<file path="src/rtl/gray_counter.sv">
// Registered Gray-code counter: binary count and its Gray encoding held in lock-step
// flip-flops, with up/down stepping, wrap or saturate, and binary/Gray synchronous load.
module gray_counter #(
    parameter int unsigned WIDTH     = 10,
    parameter bit          SATURATE  = 1'b0,
    parameter int unsigned RESET_VAL = 0
) (
    input  logic             clk,
    input  logic             rst,
    input  logic             ena,
    input  logic             up,
    input  logic             sload,
    input  logic             sload_gray,
    input  logic [WIDTH-1:0] load_data,
    output logic [WIDTH-1:0] bin,
    output logic [WIDTH-1:0] gray,
    output logic             tc,
    output logic             wrap
);
    localparam logic [WIDTH-1:0] LP_RST_BIN  = WIDTH'(RESET_VAL);
    localparam logic [WIDTH-1:0] LP_RST_GRAY = LP_RST_BIN ^ (LP_RST_BIN >> 1);

    logic [WIDTH-1:0] r_bin;
    logic [WIDTH-1:0] r_gray;
    logic             r_wrap;

    logic [WIDTH-1:0] w_load_g2b;
    logic [WIDTH-1:0] w_next_bin;
    logic [WIDTH-1:0] w_step_bin;
    logic             w_next_wrap;
    logic             w_at_end;

    // Each binary bit is the XOR of all Gray bits at or above it.
    always_comb begin
        w_load_g2b = '0;
        for (int unsigned i = 0; i < WIDTH; i++) begin
            w_load_g2b[i] = ^(load_data >> i);
        end
    end

    assign w_at_end   = up ? (&r_bin) : ~(|r_bin);
    assign w_step_bin = up ? (r_bin + WIDTH'(1)) : (r_bin - WIDTH'(1));

    always_comb begin
        w_next_bin  = r_bin;
        w_next_wrap = 1'b0;
        if (sload) begin
            w_next_bin = sload_gray ? w_load_g2b : load_data;
        end else if (ena) begin
            if (w_at_end) begin
                if (!SATURATE) begin
                    w_next_bin  = w_step_bin;
                    w_next_wrap = 1'b1;
                end
            end else begin
                w_next_bin = w_step_bin;
            end
        end
    end

    always_ff @(posedge clk or posedge rst) begin
        if (rst) begin
            r_bin  <= LP_RST_BIN;
            r_gray <= LP_RST_GRAY;
            r_wrap <= 1'b0;
        end else begin
            r_bin  <= w_next_bin;
            r_gray <= w_next_bin ^ (w_next_bin >> 1);
            r_wrap <= w_next_wrap;
        end
    end

    assign bin  = r_bin;
    assign gray = r_gray;
    assign wrap = r_wrap;
    assign tc   = w_at_end;

endmodule

</file>
<file path="config.mk">
export PLATFORM = sky130hd
export DESIGN_NAME = gray_counter
export DESIGN_NICKNAME = d
export VERILOG_FILES = /design/src/rtl/gray_counter.sv
export SDC_FILE = /design/constraint.sdc
export NUM_CORES = 1
export LEC_CHECK = 0
export ABC_AREA = 1
export CORE_ASPECT_RATIO = 0.7
export CORE_MARGIN = 10
export CORE_UTILIZATION = 49
export CTS_BUF_LIST = sky130_fd_sc_hd__clkbuf_4 sky130_fd_sc_hd__clkbuf_8
export DETAILED_ROUTE_END_ITERATION = 8
export GPL_TIMING_DRIVEN = 0
export PLACE_DENSITY = 0.83
export SLEW_MARGIN = 25
export SYNTH_ARGS = -nofsm -noshare
export SYNTH_HDL_FRONTEND = slang
export SYNTH_SLANG_ARGS = --single-unit
</file>
<file path="constraint.sdc">
create_clock -name clk -period 1.7 [get_ports clk]
set_input_delay 0.17 -clock clk [delete_from_list [all_inputs] [get_ports clk]]
set_output_delay 0.17 -clock clk [all_outputs]
set_load 0.01 [all_outputs]
</file>
==> results of run 1 <==
metal layers:
metal  GRT usage, %  vias to the layer above
met5              0                        -
met4           5.79                        0
met3           2.88                       17
met2           26.3                       86
met1           20.2                      997
li1               -                     1117
layout by cell type (no fill, tap or decap), types with 6 or more instances in the layout:
| cell type | n |
|---|---|
| a21oi_1 | 20 |
| buf_4 | 8 |
| clkdlybuf4s50_1 | 31 |
| dfrtp_1 | 15 |
| ha_4 | 7 |
| inv_1 | 41 |
| nand2_1 | 124 |
| nand2_2 | 18 |
| nand3_1 | 27 |
| nor2_1 | 14 |
| xor2_1 | 6 |
per-stage QoR:
stage                     hold WS [ns]  utilization (%)
after floorplan                  0.134                -
after global placement           0.519             61.0
after detailed placement         0.515             61.0
after CTS                        0.240             66.2
after global routing             0.254             68.6
final                            0.246             68.6
registers in the layout (all words and copies together), names as in the netlist:
name / cells
bin: 10
gray: 9
wrap: 1
logic make-up (layout without fill, tap and decap cells):
| group | count (synthesis) | after routing | share of synthesized area [%] |
|---|---|---|---|
| AO/OA/AOI/OAI | 34 | 34 | 9.66 |
| XOR/XNOR | 10 | 10 | 4.51 |
| adder cells (fa/ha/maj) | 9 | 9 | 6.18 |
| buffers and inverters | 52 | 97 | 10.9 |
| flip-flops | 20 | 20 | 25.8 |
| AND/OR/NAND/NOR | 200 | 200 | 43.0 |
what timing repair did:
item	4_1_cts	5_1_grt
cloned	0	0
gates resized for setup	29	19
endpoints found under the setup margin	18	15
pin swaps	15	5
setup buffers	5	2
critical path: stages, from the launching register on:
cell and delay, ns:
dfrtp_2 0.37, inv_2 0.06, fa_2 0.36, nand3b_1 0.21
nand2_2 0.13, nand2_1 0.09, nand3_2 0.09, nand3_2 0.10
nand2_2 0.09, nand2_2 0.07, nand2_2 0.07, nand2_1 0.05
cell type report:
| type | instances | share of cell area (%) |
|---|---|---|
| inverter | 44 | 6.31 |
| clock buffer | 3 | 1.55 |
| buffer | 8 | 1.74 |
| multi-input combinational | 253 | 53.0 |
| sequential | 20 | 19.1 |
| tap | 52 | 2.45 |
| timing repair buffer | 41 | 14.7 |
| clock inverter | 1 | 1.13 |
report_power, final:
group / internal [mW] / total (mW) / switching [mW]
sequential: 0.572 / 0.650 / 0.0778
clock: 0.314 / 0.478 / 0.164
combinational: 0.562 / 1.23 / 0.668
total: 1.45 / 2.36 / 0.910
path summary, 6_finish.rpt:
path | from | to | slack (ns) | cells past startpoint
setup / recovery | bin[0]$_DFF_PP0_ | gray[8]$_DFF_PP0_ | -0.11 | 11
hold / removal | sload_gray | bin[1]$_DFF_PP0_ | 0.25 | 3
setup reg to reg | bin[0]$_DFF_PP0_ | gray[8]$_DFF_PP0_ | -0.11 | 11
hold reg to reg | bin[5]$_DFF_PP0_ | bin[5]$_DFF_PP0_ | 0.78 | 4
max in group asynchronous | rst | bin[0]$_DFF_PP0_ | 0.85 | 2
min in group asynchronous | rst | gray[4]$_DFF_PP0_ | 0.33 | 2
==> results, run 1 <==
- The number of sinks handled by clock tree synthesis is 20.
- The cell count after synthesis is 325.
- The sequential cell area is slightly above 500 sq um.
- The number of hold-slack violations in the final timing report came to 0.
- The total area of multi-input combinational cells is between 1000 and 1500 sq um.
- The detailed router placed ~2200 vias in this run.
- By area the synthesized netlist is led by nand2_1, dfrtp_1, inv_1.
- After the first detailed-routing iteration, the DRC count stood at ~140.
- The repair_antennas step left the layout with diodes totalling 0.
- The congestion estimate from routability-driven global placement came to 0.948.
- Static timing analysis puts the maximum clock frequency at 553 MHz.
- The fraction of post-synthesis cell area in the top cell type by area is 26.3%.
- The die height is roughly 73 um.
- Synthesis inferred 20 register bits.
- CTS built an H-tree with a depth of 1.
- The clock buffer count from CTS is 3.
- The final sum of negative setup slack is -0.555 ns.
- The critical path start-end classification is register to register.
- For this design, the CTS-stage hold fixing added 0 buffers.
- The overall global routing resource usage is 15.9%.
- After synthesis, the share of flip-flops with an asynchronous set or reset is 100%.
- The met3 wire length is between 400 and 500 um.
- The commonest cells after synthesis are nand2_1, inv_1, nand3_1.
- Including well taps, the total number of placed cells is just over 400.
- The most common flop cell mapped by yosys is dfrtp_1.
- At the pin with the least slew margin, the transition time is 0.743 ns.
- The overall overflow remaining after global route is 0.
- The layout cell share with drive strength beyond 1 is between 10% and 20%.
- Sequential cells were found to cover roughly a quarter of the synthesized design area.
- The clock skew after layout is 0.00312 ns.
- The number of enable flip-flop cells after synthesis is 0.
- For this block, the routed nets add up to roughly 5600 um of wire.
- In the final routing, the length of wire on met1 measures roughly 2400 um.
- Of all nets on the critical path, the largest fanout is 3.
- The first-pass GRT wire length is 9160 um.
- Counting the fill cells in the layout gives roughly 350.
- The average size of a mapped cell is about 6.0 sq um.
- Max-cap violations in this run came to 0.
- The initialized floorplan defines 19 standard-cell rows.
- The x dimension of the die is approximately 95 um.
- The initial utilization of the core area, before any placement, comes to roughly half.
- Clock-pin slew was measured on the worst setup and hold paths at 0.08 ns.
- The setup violation total in the final timing report is 9.
- The run finished, with violations left.
- In this run the worst hold path is classified as input pin to register.
- The share of the cycle needed by the critical path after routing is 106%.
- Setup repair after global routing could not meet its margin everywhere.
- For this run, the post-layout net count is roughly 400.
- The final reports fail on negative setup slack.
- The total placed instance area is 2360 sq um.
- After detailed routing, the average wire length per cell comes to roughly 13 um.
- The core region is between 3000 and 4000 sq um.
- In this run the static leakage power is 1.39 nW.
- The estimated wirelength of the detail-placed design is between 4000 and 5000 um.
- In this run, distinct cell masters in the synthesized netlist total 27.
- The most used standard cell by instance count after synthesis is nand2_1.
- The area growth from synthesis to layout is 36.7%.
- Before CTS, the worst setup slack after placement is -0.872 ns.
- Before antenna repair, the detailed router went through 5 iterations.
- The dominant cell type by area after synthesis is nand2_1.
- After layout, the minimum clock period comes to ~1.8 ns.
- The tree is rooted in a clkbuf_8.
- The final number of max-transition violations is 0.
- The maximum VDD drop is 0.420 mV.
- The worst setup path is launched from a register.
- Power spread over the standard cell area amounts to 888 nW/um^2.
- The maximum number of pins on one net before global-route repair is 21.
- After routing the design area is 2660 sq um.
- The via count of the first global-routing pass came to around 2000.
- The synthesized net count is between 300 and 400.
- The post-route non-filler standard cell count is roughly 420.
- The total met2 wirelength after detailed routing is 2690 um.
- During placement, the flow inserted port buffers numbering 34.
- After detailed routing, the number of vias per cell comes to between 5 and 6.
- The highest metal layer used by the detailed router is met4.
- The completed layout was analyzed and its total power is between 2 and 2.5 mW.
- The area of the mapped netlist is ~2000 sq um.
- At the worst endpoint, the required time is approximately 1.9 ns.
- The DRC violation count after routing is 0.
- STA puts the critical path data arrival time at just under 2 ns.
- The die covers between 6000 and 7000 sq um.
- For this run, the number of Yosys warnings is 0.
- The worst setup slack after layout is -0.108 ns.
- The number of I/O pins is 38.
- The longest clock path from root to sink contains 2 buffers.
- TritonCTS built the clock tree.
- At the later pin of the worst-skew pair, clock insertion delay measures between 0.2 and 0.3 ns.
- The number of antenna violations at the first check in global routing came to 0.
- The tightest slew margin relative to the limit is slightly above 50%.
- STA classifies the critical path endpoint as a register.
- The number of antenna-violating nets in the routed design is 0.
(Power assumes the default switching activity.)
==> run 2: changes to the inputs <==
Settings changed: RECOVER_POWER from default to 100.
==> run 2 against run 1 <==
Compared with the run above: the run still ends with negative setup slack left; die area unchanged; setup slack improved by 0.0059 ns; sequential share of layout area is the same; sequential power is 0.6% lower; via count grew 0.23%; flip-flop and latch count unchanged; clock skew increased by 0.0016 ns; clock-buffer cell count stayed put; non-clock buffer count unchanged; highest routed layer unchanged.
==> results, run 2 (synthesis results as in run 1) <==
- The die height was 72.7 um (unchanged).
- The number of hold-repair buffers added at the cts stage is 0 (unchanged).
- The number of DRC markers in iteration 0 is 161 (was 139).
- The portion of total power attributed to combinational logic was 51.8% (was 52.2%).
- The number of antenna violations at the first check in global routing is 0 (unchanged).
- The final critical-path required period is 1.80 ns (was 1.81 ns).
- The number of iterations in the first detailed-routing pass is 5 (unchanged).
- The clock buffer count from CTS is 3 (unchanged).
- The worst-path maximum fanout is 3 (unchanged).
- The critical path's largest stage delay is 0.37 ns (about the same).
- The worst-case clock buffer depth is 2 (unchanged).
- The share of the cycle needed by the critical path after routing is 106% (about the same).
- The total power consumption of the routed design came to 2.33 mW (was 2.36 mW).
- The net switching component of the power was 0.906 mW (was 0.910 mW).
- The clock transition time at the flip-flop clock pins of the worst setup and hold paths is 0.08 ns (about the same).
- The tightest slew margin relative to the limit was 50.7% (was 50.4%).
- The final number of max-transition violations was 0 (unchanged).
- The relative contribution of sequential cells to total power is 27.7% (was 27.5%).
- The static leakage is 1.40 nW (was 1.39 nW).
- The number of flip-flops in the largest register is 10 (unchanged).
- The category of the worst setup path launch point was a register (unchanged).
- The cell-internal power came to 1.42 mW (was 1.45 mW).
- The number of vias in the routed layout is 2222 (was 2217).
- The sequential cell area is 507 sq um (unchanged).
- The total wire length after detailed routing came to 5640 um (was 5650 um).
- The die footprint is 6920 sq um (unchanged).
- Cell Chain, Critical Path: inv_2 -> fa_2 -> nand3b_1 -> nand2_2 -> nand2_1 -> nand3_2 -> nand3_2 -> nand2_2 -> nand2_2 -> nand2_2 -> nand2_1 (unchanged).
- Unrepaired setup endpoints after global routing: true (unchanged).
- The number of rows created at floorplan is 19 (unchanged).
- The slew of the pin with the lowest slew margin came to 0.739 ns (was 0.743 ns).
- The total area of multi-input combinational cells was 1410 sq um (unchanged).
- The total placed cells including tap cells is 411 (unchanged).
- The number of sinks handled by clock tree synthesis came to 20 (unchanged).
- The dominant cell type by count on the critical path is nand2_2 (unchanged).
- The number of port buffers was 34 (unchanged).
- Failing checks: negative setup slack (unchanged).
- The final layout net count is 396 (unchanged).
- The via count of the first global-routing pass came to 2050 (unchanged).
- The type of the most critical hold path is input pin to register (unchanged).
- The total number of H-tree levels came to 1 (unchanged).
- The area overhead of the layout relative to synthesis came to 36.7% (unchanged).
- The core area was 3870 sq um (unchanged).
- Commonest non-fill, non-tap cells in the layout: nand2_1, inv_1, nand3_1, a21oi_1 (was nand2_1, inv_1, clkdlybuf4s50_1, nand3_1, a21oi_1).
- The estimated wirelength of the detail-placed design is 4060 um (unchanged).
- The routability congestion estimate was 0.948 (unchanged).
- The worst hold path stage count is 3 (unchanged).
- The maximum frequency from static timing analysis is 555 MHz (was 553 MHz).
- The internal reg-to-reg setup slack is -0.10 ns (was -0.11 ns).
- The endpoint required time on the critical path is 1.86 ns (about the same).
- The post-route non-filler standard cell count is 422 (unchanged).
- The clock tree from TritonCTS is yes (unchanged).
- The layout cell share with drive strength beyond 1 is 18.4% (unchanged).
- The power density normalized to cell area came to 877 nW/um^2 (was 888 nW/um^2).
- The via density per instance came to 5.27 (was 5.25).
- The number of I/O pins is 38 (unchanged).
- The cell with the largest stage delay on the worst path is dfrtp_2 (unchanged).
- The setup violation total in the final timing report is 8 (was 9).
- The overall overflow remaining after global route is 0 (unchanged).
- The number of antenna-violating nets in the routed design is 0 (unchanged).
- Result of the run: finished, violations left (unchanged).
- The starting utilization of the core area is 50.1% (unchanged).
- The number of filler instances in the final layout was 353 (unchanged).
- The clock skew after layout was 0.00470 ns (was 0.00312 ns).
- The clock group share of total power is 20.5% (was 20.3%).
- The data arrival time of the critical path is 1.96 ns (about the same).
- The clock root buffer is clkbuf_8 (unchanged).
- The switching part of the total power is 38.9% (was 38.6%).
- The maximum number of pins on one net before global-route repair is 21 (unchanged).
- The count of antenna diodes in the layout is 0 (unchanged).
- The number of hold-slack violations in the final timing report came to 0 (unchanged).
- The maximum VDD drop is 0.400 mV (was 0.420 mV).
- The element type at the critical path end is a register (unchanged).
- The max-capacitance violation count was 0 (unchanged).
- The latest clock arrival within the worst-skew pair came to 0.26 ns (about the same).
- The post-detailed-route wirelength per cell is 13.4 um (about the same).
- The setup slack after placement is -0.872 ns (unchanged).
- The overall global routing resource usage is 15.9% (unchanged).
- The x dimension of the die is 95.3 um (unchanged).
- The cell count of the worst reg-to-reg path is 11 (unchanged).
- The DRC violation count after routing is 0 (unchanged).
- The first-pass GRT wire length is 9160 um (unchanged).
- The worst setup slack after layout is -0.102 ns (was -0.108 ns).
- The critical path start-end classification was register to register (unchanged).
- The most common library cell in the layout ignoring fill and taps is nand2_1 (unchanged).
[run 2: timing repair]
| action | CTS | global route |
|---|---|---|
| gates resized for setup | 29 | 19 |
| setup endpoints to repair | 18 | 15 |
| pin swaps | 15 | 5 |
| setup buffers | 5 | 2 |
[run 2: cell type report]
class / instances / share of cell area [%]
inverters: 44 / 6.31
repair buffers: 41 / 14.7
clock inverters: 1 / 1.13
well taps: 52 / 2.45
flip-flops and latches: 20 / 19.1
multi-input cells: 253 / 53.0
clock buffers: 3 / 1.55
plain buffers: 8 / 1.74
[run 2: power by group through the flow]
stage / clock [mW] / sequential (mW) / combinational (mW)
finish: 0.477 / 0.646 / 1.21
global route: 0.503 / 0.660 / 1.34
CTS: 0.481 / 0.646 / 1.15
detailed placement: 0 / 0.658 / 1.02
global placement: 0 / 0.658 / 0.998
floorplan: 0 / 0.690 / 0.599
[run 2: routing by layer]
layer	GRT usage [%]	wire length, um	up-vias
met5	0	0	-
met4	5.79	93	0
met3	2.88	370	11
met2	26.3	2730	83
met1	20.2	2450	1010
li1	-	-	1118
[run 2: worst max-delay path, delay by kind of cell, from the launching register on]
kind                     cells  cell delay, ns
flip-flops                   1            0.37
buffers and inverters        1            0.06
adder cells (fa/ha/maj)      1            0.36
AND/OR/NAND/NOR              9            0.90
[run 2: stage by stage]
| stage | area [sq um] | setup TNS (ns) | utilization (%) | hold WS (ns) |
|---|---|---|---|---|
| detailed placement | 2360 | -11.47 | 61.0 | 0.515 |
| floorplan | 1960 | -0.00690 | - | 0.134 |
| CTS | 2560 | -0.247 | 66.2 | 0.240 |
| global route | 2660 | -1.52 | 68.6 | 0.254 |
| finish | 2660 | -0.481 | 68.6 | 0.257 |
| global placement | 2360 | -10.92 | 61.0 | 0.519 |
[run 2: worst paths after layout]
path	from	to
worst max-delay path	bin[0]$_DFF_PP0_	gray[8]$_DFF_PP0_
worst max register to register	bin[0]$_DFF_PP0_	gray[8]$_DFF_PP0_
min in group asynchronous	rst	gray[4]$_DFF_PP0_
worst min-delay path	sload_gray	bin[1]$_DFF_PP0_
max in group asynchronous	rst	bin[2]$_DFF_PP0_
worst min register to register	bin[5]$_DFF_PP0_	bin[5]$_DFF_PP0_
==> run 3: changes to the inputs <==
Settings changed: CTS_CLUSTER_SIZE from default to 30.
==> results of run 3 <==
No change in the layout: final DEF, timing and power equal those of run 2.
==> RTL edit (flow settings as in run 3) <==
The output `wrap` loses its register stage (`r_wrap` becomes a continuous assignment).
--- a/src/rtl/gray_counter.sv
+++ b/src/rtl/gray_counter.sv
@@ -64,3 +64,2 @@
             r_gray <= LP_RST_GRAY;
-            r_wrap <= 1'b0;
         end else begin
@@ -68,5 +67,6 @@
             r_gray <= w_next_bin ^ (w_next_bin >> 1);
-            r_wrap <= w_next_wrap;
         end
     end
+
+    assign r_wrap = w_next_wrap;
 
Behaviour: not the same (a bounded check fails within 4 cycles, from zero or initial values and one cycle with rst high).
==> RTL edit against run 3 <==
- the run still ends with negative setup slack left
- largest cell class unchanged
- cell area grew 8.8%
- wire length is 23% higher
- first-iteration DRC count grew 76%
- clock power down 31%
- sequential cell count fell by 1
- via count increased by 9.5%
- highest routed layer unchanged
- setup slack worse by 0.048 ns
- area after synthesis shrank 1.3%
- total power grew 3.9%
==> RTL edit: results (changes against run 3) <==
| Metric | Value |
|---|---|
| Largest incremental delay on the critical path | `0.44 ns (+0.07 ns)` |
| Endpoints failing setup | `13 (+5)` |
| Reg clk slew, reported paths | `0.07 ns` |
| Nets | `410 (+3.5%)` |
| Grt total ovfl | `0 (unchanged)` |
| 1st-iter DRT viols | `284 (+76%)` |
| CP Data Arrival Time | `2.00 ns (+0.04 ns)` |
| Wire per inst | `16.0 um (+20%)` |
| FILL cells | `233 (-34%)` |
| Setup TNS | `-1.14 ns (-0.661 ns)` |
| Status | `finished with violations` |
| Ys flop type | `dfrtp_1` |
| Register area share after synthesis | `24.8% (-0.97 points)` |
| Leakage | `1.49 nW (+6.6%)` |
| Largest net degree at the start of global routing | `20 (-4.8%)` |
| Setup Buffers After CTS | `10 (+5)` |
| Via count | `2,432 (+9.5%)` |
| HPWL after DPL | `4210 um (+3.8%)` |
| Worst reg-to-reg path cell count | `11 (unchanged)` |
| Worst-margin pin slew | `0.719 ns (-0.0207 ns)` |
| Synth top cells by count | `nand2_1 (136), inv_1 (44), nand3_1 (31)` |
| Synth Net Count | `349 (-0.29%)` |
| All-Layer GR Usage | `17.2% (+1.2 points)` |
| Worst Skew | `0.00635 ns (+0.00165 ns)` |
| Hold-critical path depth | `3 (unchanged)` |
| Final WS setup | `-0.150 ns (-0.0481 ns)` |
| GPL Wtd Cong | `0.905 (-4.5%)` |
| Max Root-Sink Buffers | `2 (unchanged)` |
| Worst Path Max Fanout | `5 (+2)` |
| Post-Place Setup Slack | `-0.853 ns (+0.0187 ns)` |
| Layout cells sized above 1 | `31.0% (+13 points)` |
| Crit path to | `gray[4]$_DFF_PP0_` |
| Dominant cells by area after synthesis | `nand2_1 (27%), dfrtp_1 (25%), inv_1 (8.6%)` |
| Failing checks | `negative setup slack` |
| Vias in the first global route | `2,142 (+4.5%)` |
| Post-CTS sizing | `52 (+79%)` |
| Switching share of power | `42.6% (+3.7 points)` |
| Worst VDD drop | `0.000609 V (+52%)` |
| Worst setup path startpoint | `bin[1]$_DFF_PP0_` |
| First-pass GRT wire length | `9870 um (+7.7%)` |
| PortBufs | `34 (unchanged)` |
RTL edit: changes by cell type after synthesis:
cell	change
dfrtp_1	-1
RTL edit: power by group through the flow:
stage / clock network [W] / registers [W] / logic [W]
global placement: 0 / 0.000635 / 0.00100
finish: 0.000327 / 0.000647 / 0.00145
detailed placement: 0 / 0.000636 / 0.00102
global route: 0.000349 / 0.000655 / 0.00158
CTS: 0.000322 / 0.000648 / 0.00122
floorplan: 0 / 0.000665 / 0.000599
RTL edit: kinds of logic (layout without fill, tap and decap cells):
kind of cell             Yosys count  after routing  synth area share (%)
AND/OR/NAND/NOR                  200            200                  43.6
buffers and inverters             52            112                  11.0
AO/OA/AOI/OAI                     34             34                  9.79
flip-flops                        19             19                  24.8
XOR/XNOR                          10             10                  4.57
adder cells (fa/ha/maj)            9              9                  6.26
RTL edit: layer usage:
layer	GRT usage, %	part of all wire, %	up-vias
met2	27.4	46	123
met5	0	0	-
met4	2.98	3.6	0
met3	4.52	9.0	30
li1	-	-	1145
met1	22.9	42	1134
RTL edit: worst min-delay path, stage by stage:
cell,delay (ns)
buf_6,0.12
nand3_2,0.10
a21oi_4,0.07
RTL edit: area by class of cell:
| cell class | count | area share (%) |
|---|---|---|
| Tap cell | 50 | 2.16 |
| Timing Repair Buffer | 56 | 17.8 |
| Sequential cell | 19 | 16.8 |
| Clock buffer | 4 | 1.69 |
| Inverter | 44 | 5.80 |
| Buffer | 8 | 1.65 |
| Multi-Input combinational cell | 253 | 54.0 |
RTL edit: metrics by stage:
stage	instance area (um2)	hold slack, ns	instances
after floorplan	1930	0.121	324
after global placement	2340	0.506	408
after detailed placement	2340	0.502	408
after CTS	2660	0.238	422
after global routing	2890	0.258	434
final	2890	0.241	434
